[config.mk]
export PLATFORM = sky130hd
export DESIGN_NAME = cnv_win_gen
export DESIGN_NICKNAME = d
export VERILOG_FILES = /design/src/rtl/cnv_win_gen.sv
export SDC_FILE = /design/constraint.sdc
export NUM_CORES = 2
export LEC_CHECK = 0
export ABC_AREA = 1
export CELL_PAD_IN_SITES_DETAIL_PLACEMENT = 0
export CELL_PAD_IN_SITES_GLOBAL_PLACEMENT = 1
export CORE_ASPECT_RATIO = 0.75
export CORE_MARGIN = 5
export CORE_UTILIZATION = 46
export CTS_CLUSTER_DIAMETER = 120
export DETAILED_ROUTE_END_ITERATION = 16
export PLACE_DENSITY_LB_ADDON = 0.2
export SYNTH_ARGS = -nofsm -noshare
export SYNTH_HDL_FRONTEND = slang
export SYNTH_SLANG_ARGS = --single-unit
[constraint.sdc]
create_clock -name clk -period 3.6 [get_ports clk]
set_input_delay 0.9 -clock clk [delete_from_list [all_inputs] [get_ports clk]]
set_output_delay 0.9 -clock clk [all_outputs]
set_load 0.02 [all_outputs]
[src/rtl/cnv_win_gen.sv]
// rtl/cnv_win_gen.sv - streaming zero-padded 3x3 window generator feeding the MAC array din bus
// Optional coordinate outputs (win_row_o/win_col_o) are enabled by defining CNV_WIN_COORD_EN.
module cnv_win_gen #(
  parameter int WIDTH  = 128,
  parameter int HEIGHT = 128
) (
  input  logic        clk,
  input  logic        rst,
  input  logic [7:0]  pix_i,
  input  logic        pix_vld_i,
  output logic        pix_rdy_o,
  output logic [71:0] win_o,
  output logic        win_vld_o,
  output logic        frame_done_o
`ifdef CNV_WIN_COORD_EN
  ,
  output logic [$clog2(HEIGHT)-1:0] win_row_o,
  output logic [$clog2(WIDTH)-1:0]  win_col_o
`endif
);

  localparam int CW = $clog2(WIDTH);
  localparam int RW = $clog2(HEIGHT);
  localparam logic [CW-1:0] COL_LAST = CW'(WIDTH - 1);
  localparam logic [RW-1:0] ROW_LAST = RW'(HEIGHT - 1);
  localparam logic [RW-1:0] ROW_ONE  = RW'(1);

  typedef enum logic [2:0] {
    S_FILL,
    S_RUN,
    S_EOL,
    S_FLUSH,
    S_FLUSH_EOL
  } state_t;

  state_t state_q, state_d;

  logic [CW-1:0] in_col_q, in_col_d;
  logic [RW-1:0] in_row_q, in_row_d;
  logic [CW-1:0] out_col_q, out_col_d;
  logic [RW-1:0] out_row_q, out_row_d;

  // Tap array indexed [row][col][bit]; row 0 = top, col 0 = left. Flattened it is
  // exactly the window byte order (byte = row*3 + col).
  logic [2:0][2:0][7:0] tap_q, tap_d;

  logic [71:0] win_q, win_d;
  logic        win_vld_q, win_vld_d;
  logic        frame_done_q, frame_done_d;

  logic [7:0] lb0_q [0:WIDTH-1];
  logic [7:0] lb1_q [0:WIDTH-1];
  logic [7:0] lb0_rd, lb1_rd;
  logic       lb0_we, lb1_we;

  logic            accept;
  logic            shift_en;
  logic            tap_clr;
  logic            emit;
  logic [2:0][7:0] col_new;   // [0] top, [1] middle, [2] bottom

  // Ready is forced low while reset is held so no pixel is taken in the reset cycle.
  assign pix_rdy_o = !rst && (state_q == S_FILL || state_q == S_RUN);
  assign accept    = pix_vld_i && pix_rdy_o;

  // Both line buffers share the input column as their single read address.
  assign lb0_rd = lb0_q[in_col_q];
  assign lb1_rd = lb1_q[in_col_q];

  assign win_o        = win_q;
  assign win_vld_o    = win_vld_q;
  assign frame_done_o = frame_done_q;

  // Next-state, counter, tap-shift and window decode.
  always_comb begin
    state_d      = state_q;
    in_col_d     = in_col_q;
    in_row_d     = in_row_q;
    out_col_d    = out_col_q;
    out_row_d    = out_row_q;
    tap_d        = tap_q;
    win_d        = win_q;
    win_vld_d    = 1'b0;
    frame_done_d = 1'b0;
    lb0_we       = 1'b0;
    lb1_we       = 1'b0;
    shift_en     = 1'b0;
    tap_clr      = 1'b0;
    emit         = 1'b0;
    col_new      = '0;

    case (state_q)
      S_FILL: begin
        if (accept) begin
          lb1_we = 1'b1;
          if (in_col_q == COL_LAST) begin
            in_col_d = '0;
            in_row_d = ROW_ONE;
            state_d  = S_RUN;
          end else begin
            in_col_d = in_col_q + 1'b1;
          end
        end
      end
      S_RUN: begin
        if (accept) begin
          shift_en = 1'b1;
          tap_clr  = (in_col_q == '0);
          emit     = (in_col_q != '0);
          // Row 1 must not see lb0: it still holds data from an earlier frame.
          col_new  = {pix_i, lb1_rd, (in_row_q == ROW_ONE) ? 8'd0 : lb0_rd};
          lb0_we   = 1'b1;
          lb1_we   = 1'b1;
          if (in_col_q == COL_LAST) begin
            in_col_d = '0;
            state_d  = S_EOL;
          end else begin
            in_col_d = in_col_q + 1'b1;
          end
        end
      end
      S_EOL: begin
        shift_en = 1'b1;
        emit     = 1'b1;
        if (in_row_q == ROW_LAST) begin
          state_d = S_FLUSH;
        end else begin
          in_row_d = in_row_q + 1'b1;
          state_d  = S_RUN;
        end
      end
      S_FLUSH: begin
        shift_en = 1'b1;
        tap_clr  = (in_col_q == '0);
        emit     = (in_col_q != '0);
        col_new  = {8'd0, lb1_rd, lb0_rd};
        if (in_col_q == COL_LAST) begin
          in_col_d = '0;
          state_d  = S_FLUSH_EOL;
        end else begin
          in_col_d = in_col_q + 1'b1;
        end
      end
      S_FLUSH_EOL: begin
        shift_en = 1'b1;
        emit     = 1'b1;
        in_col_d = '0;
        in_row_d = '0;
        state_d  = S_FILL;
      end
      default: begin
        state_d = S_FILL;
      end
    endcase

    if (shift_en) begin
      for (int r = 0; r < 3; r++) begin
        tap_d[r][0] = tap_clr ? 8'd0 : tap_q[r][1];
        tap_d[r][1] = tap_clr ? 8'd0 : tap_q[r][2];
        tap_d[r][2] = col_new[r];
      end
    end

    if (emit) begin
      win_vld_d    = 1'b1;
      win_d        = tap_d;
      frame_done_d = (out_row_q == ROW_LAST) && (out_col_q == COL_LAST);
      if (out_col_q == COL_LAST) begin
        out_col_d = '0;
        out_row_d = (out_row_q == ROW_LAST) ? '0 : out_row_q + 1'b1;
      end else begin
        out_col_d = out_col_q + 1'b1;
      end
    end
  end

  // State, counters, taps and registered window outputs.
  always_ff @(posedge clk) begin
    if (rst) begin
      state_q      <= S_FILL;
      in_col_q     <= '0;
      in_row_q     <= '0;
      out_col_q    <= '0;
      out_row_q    <= '0;
      tap_q        <= '0;
      win_q        <= '0;
      win_vld_q    <= 1'b0;
      frame_done_q <= 1'b0;
    end else begin
      state_q      <= state_d;
      in_col_q     <= in_col_d;
      in_row_q     <= in_row_d;
      out_col_q    <= out_col_d;
      out_row_q    <= out_row_d;
      tap_q        <= tap_d;
      win_q        <= win_d;
      win_vld_q    <= win_vld_d;
      frame_done_q <= frame_done_d;
    end
  end

  // Line buffers: the read above sees the old entry, so the shift uses pre-write data.
  always_ff @(posedge clk) begin
    if (!rst) begin
      if (lb1_we) begin
        lb1_q[in_col_q] <= pix_i;
      end
      if (lb0_we) begin
        lb0_q[in_col_q] <= lb1_rd;
      end
    end
  end

`ifdef CNV_WIN_COORD_EN
  logic [RW-1:0] win_row_q;
  logic [CW-1:0] win_col_q;

  assign win_row_o = win_row_q;
  assign win_col_o = win_col_q;

  // Centre coordinate of the window, loaded together with win_q.
  always_ff @(posedge clk) begin
    if (rst) begin
      win_row_q <= '0;
      win_col_q <= '0;
    end else if (emit) begin
      win_row_q <= out_row_q;
      win_col_q <= out_col_q;
    end
  end
`endif

endmodule

==> flow_metrics.env <==
export IMPL_setup_ws_ns=0.331
export IMPL_synth_top_family_by_area="simple AND/OR/NAND/NOR gates"
export IMPL_status="complete, no violations"
export IMPL_synth_compound_area_share_pct=1.07
export IMPL_cts_repair_resized=0
export IMPL_ir_drop_mv=0.797
export IMPL_critPathKind="reg2reg"
export IMPL_cts_tree="built"
export IMPL_slew_viol_final=0
export IMPL_syn_area_um2=88900
export IMPL_place_congestion=0.847
export IMPL_synthCells=7653
export IMPL_tns_ns=0
export IMPL_required_ns=4.34
export IMPL_drive_above_1_share_pct=9.89
export IMPL_power_density_nw_per_um2=722
export IMPL_routedWlPerCell_um=24.3
export IMPL_die_w_um=518
export IMPL_post_route_period_util_pct=90.8
export IMPL_clock_latency_ns=0.83
export IMPL_syn_area_per_cell_um2=11.6
export IMPL_hold_ws_ns=0.463
export IMPL_clk_pin_slew_ns=0.06
export IMPL_die_area_um2=202000
export IMPL_io_buffers=85
export IMPL_layout_nets=7895
export IMPL_vias=59900
export IMPL_clock_skew_ns=0.0358
export IMPL_gr_usage_met2_pct=36.8
export IMPL_grt_max_degree=186
export IMPL_synth_simple_gate_area_share_pct=22.9
export IMPL_use_met3_pct=4.73
export IMPL_async_flop_share_pct=0
export IMPL_post_route_util_pct=52.9
export IMPL_antenna_found_initial=7
export IMPL_drt_iter0_drc=7143
export IMPL_p_leak_nw=35.4
export IMPL_rsz0062_at_grt="false"
export IMPL_arrival_ns=4.01
export IMPL_crit_path_start_kind="flip-flop"
export IMPL_cts_setup_buffers=0
export IMPL_fmax_mhz=306
export IMPL_p_total_mw=73.3
export IMPL_num_rows=139
export IMPL_met1_usage_pct=38.9
export IMPL_yosysWarnings=0
export IMPL_cts_max_path_buffers=3
export IMPL_h_tree_depth=4
export IMPL_dp_cells=10200
export IMPL_synthesis_nets=7670
export IMPL_ant_nets=0
export IMPL_setup_viol=0
export IMPL_design_area_um2=102000
export IMPL_grt_busiest_layer="met1"
export IMPL_synth_seq_area_share_pct=72.8
export IMPL_synthAdderAreaFrac_pct=0.0845
export IMPL_grt_pass1_vias=56400
export IMPL_grt_pass1_wl_um=381000
export IMPL_ctsHoldBuffers=0
export IMPL_synth_edff_count=2048
export IMPL_ys_ff_latch=2208
export IMPL_synthDistinctLibCells=41
export IMPL_finalHoldViolCount=0
export IMPL_instances_no_fill=10600
export IMPL_maxCapViolations=0
export IMPL_placed_area_um2=95000
export IMPL_synth_ff_type="edfxtp_1"
export IMPL_end_kind="flip-flop"
export IMPL_cts_sinks=2208
export IMPL_pre_cts_slack_ns=-0.0308
export IMPL_core_um2=192000
export IMPL_path_max_fanout=90
export IMPL_pin_count=86
export IMPL_routed_via_density=5.66
export IMPL_drc=0
export IMPL_dr_pass1_iters=5
export IMPL_grt_ovfl_total=0
export IMPL_hold_path_class="reg2reg"
export IMPL_min_period_ns=3.27
export IMPL_worst_slew_pin_slew_ns=1.12
export IMPL_synthXorXnorAreaFrac_pct=0.0493
export IMPL_start_util_pct=46.3
export IMPL_die_height_um=391
export IMPL_hpwl_um=152000
export IMPL_syn2layout_area_growth_pct=14.3
export IMPL_synthMuxAreaShare_pct=0
export IMPL_clock_root_buffer="clkbuf_16"
export IMPL_grt_use_total_pct=25.0
export IMPL_cts_buffers=208
export IMPL_relSlewSlack_pct=25.6
export IMPL_postRouteWirelength_um=257000
-- critical path: stages (launching register included) --
cell,delay (ns)
dfxtp_4,0.46
inv_16,0.39
buf_12,0.29
nand2_1,0.07
nand3_1,0.09
nand3_1,0.12
nand3_1,0.11
nand3_1,0.15
nand3_1,0.41
nand3_1,0.19
nand2_4,0.21
buf_4,0.33
nand2_1,0.11
a21oi_1,0.15
-- cell usage after synthesis (2+ instances only) --
master | instances | share of area, %
o21ai_0 | 25 | 0.14
a21oi_1 | 135 | 0.76
nand4_2 | 2 | 0.028
buf_1 | 106 | 0.45
buf_2 | 255 | 1.4
nor3_2 | 2 | 0.023
edfxtp_1 | 2048 | 69
nand2_2 | 3 | 0.021
nor2_1 | 164 | 0.69
clkbuf_1 | 134 | 0.57
nor3_1 | 144 | 0.81
a22o_1 | 4 | 0.039
a211oi_1 | 4 | 0.034
nor3b_1 | 3 | 0.025
ha_1 | 6 | 0.084
nand3_1 | 2078 | 12
buf_4 | 45 | 0.38
nand4_1 | 4 | 0.028
nor4_1 | 2 | 0.014
clkinv_1 | 6 | 0.025
xor2_1 | 5 | 0.049
dfxtp_1 | 160 | 3.6
inv_2 | 8 | 0.034
inv_1 | 49 | 0.21
nand2_1 | 2238 | 9.5
o21ai_1 | 8 | 0.045
-- path summary, 6_finish.rpt --
| kind | to | cells past startpoint | start | slack [ns] |
|---|---|---|---|---|
| max | win_o[43] | 13 | flip-flop | 0.33 |
| min | tap_q[68] | 2 | tap_q[68] | 0.46 |
| max reg2reg | win_o[43] | 13 | flip-flop | 0.33 |
| min reg2reg | tap_q[68] | 2 | tap_q[68] | 0.46 |
-- layer usage --
metal	vias to the layer above	share of wire, %
met3	281	8.8
li1	27600	-
met2	2361	44
met5	-	0
met1	29600	46
met4	0	1.7
-- flip-flops by register name, summed over array words and instances, names as in the netlist, named ones only --
| register | flops |
|---|---|
| frame_done_o | 1 |
| in_col_q | 7 |
| in_row_q | 7 |
| lb0_q | 1024 |
| lb1_q | 1024 |
| out_col_q | 7 |
| out_row_q | 7 |
| state_q | 3 |
| tap_q | 48 |
| win_o | 72 |
| win_vld_o | 1 |
-- power breakdown --
group	internal, mW	switching, mW
Sequential	30.8	0.215
Combinational	5.35	15.5
Clock	12.0	9.42
-- kinds of logic (layout without fill, tap and decap cells) --
logic type | Yosys count | in the layout
DFF | 2208 | 2208
other | 0 | 3
AOI/OAI and AO/OA | 182 | 182
and+or+nand+nor | 4648 | 4648
buffers and inverters | 604 | 1001
xor gates and xnor gates | 5 | 5
adders and majority gates | 6 | 6
-- layout by cell type, fill, tap and decap left out, drive strengths merged, types with 5 or more instances in the layout --
cell / netlist / final
nor2: 166 / 166
clkinv: 7 / 98
nor3: 147 / 147
nand4: 6 / 6
clkbuf: 134 / 267
a21oi: 135 / 135
dfxtp: 160 / 160
o21ai: 33 / 33
nand2: 2241 / 2241
buf: 406 / 479
inv: 57 / 59
clkdlybuf4s50: 0 / 76
nand3: 2079 / 2079
clkinvlp: 0 / 6
bufinv: 0 / 16
edfxtp: 2048 / 2048
xor2: 5 / 5
ha: 6 / 6
-- layout make-up --
cell class,instances,area [µm²]
Antenna cell,3,7.51
Clock buffer,267,5590
Clock inverter,115,941
Fill cell,16500,90300
Inverter,64,277
Multi-Input combinational cell,4841,21500
Sequential cell,2208,64700
Tap cell,2538,3180
Timing Repair Buffer,555,5380
(Power assumes the default switching activity.)
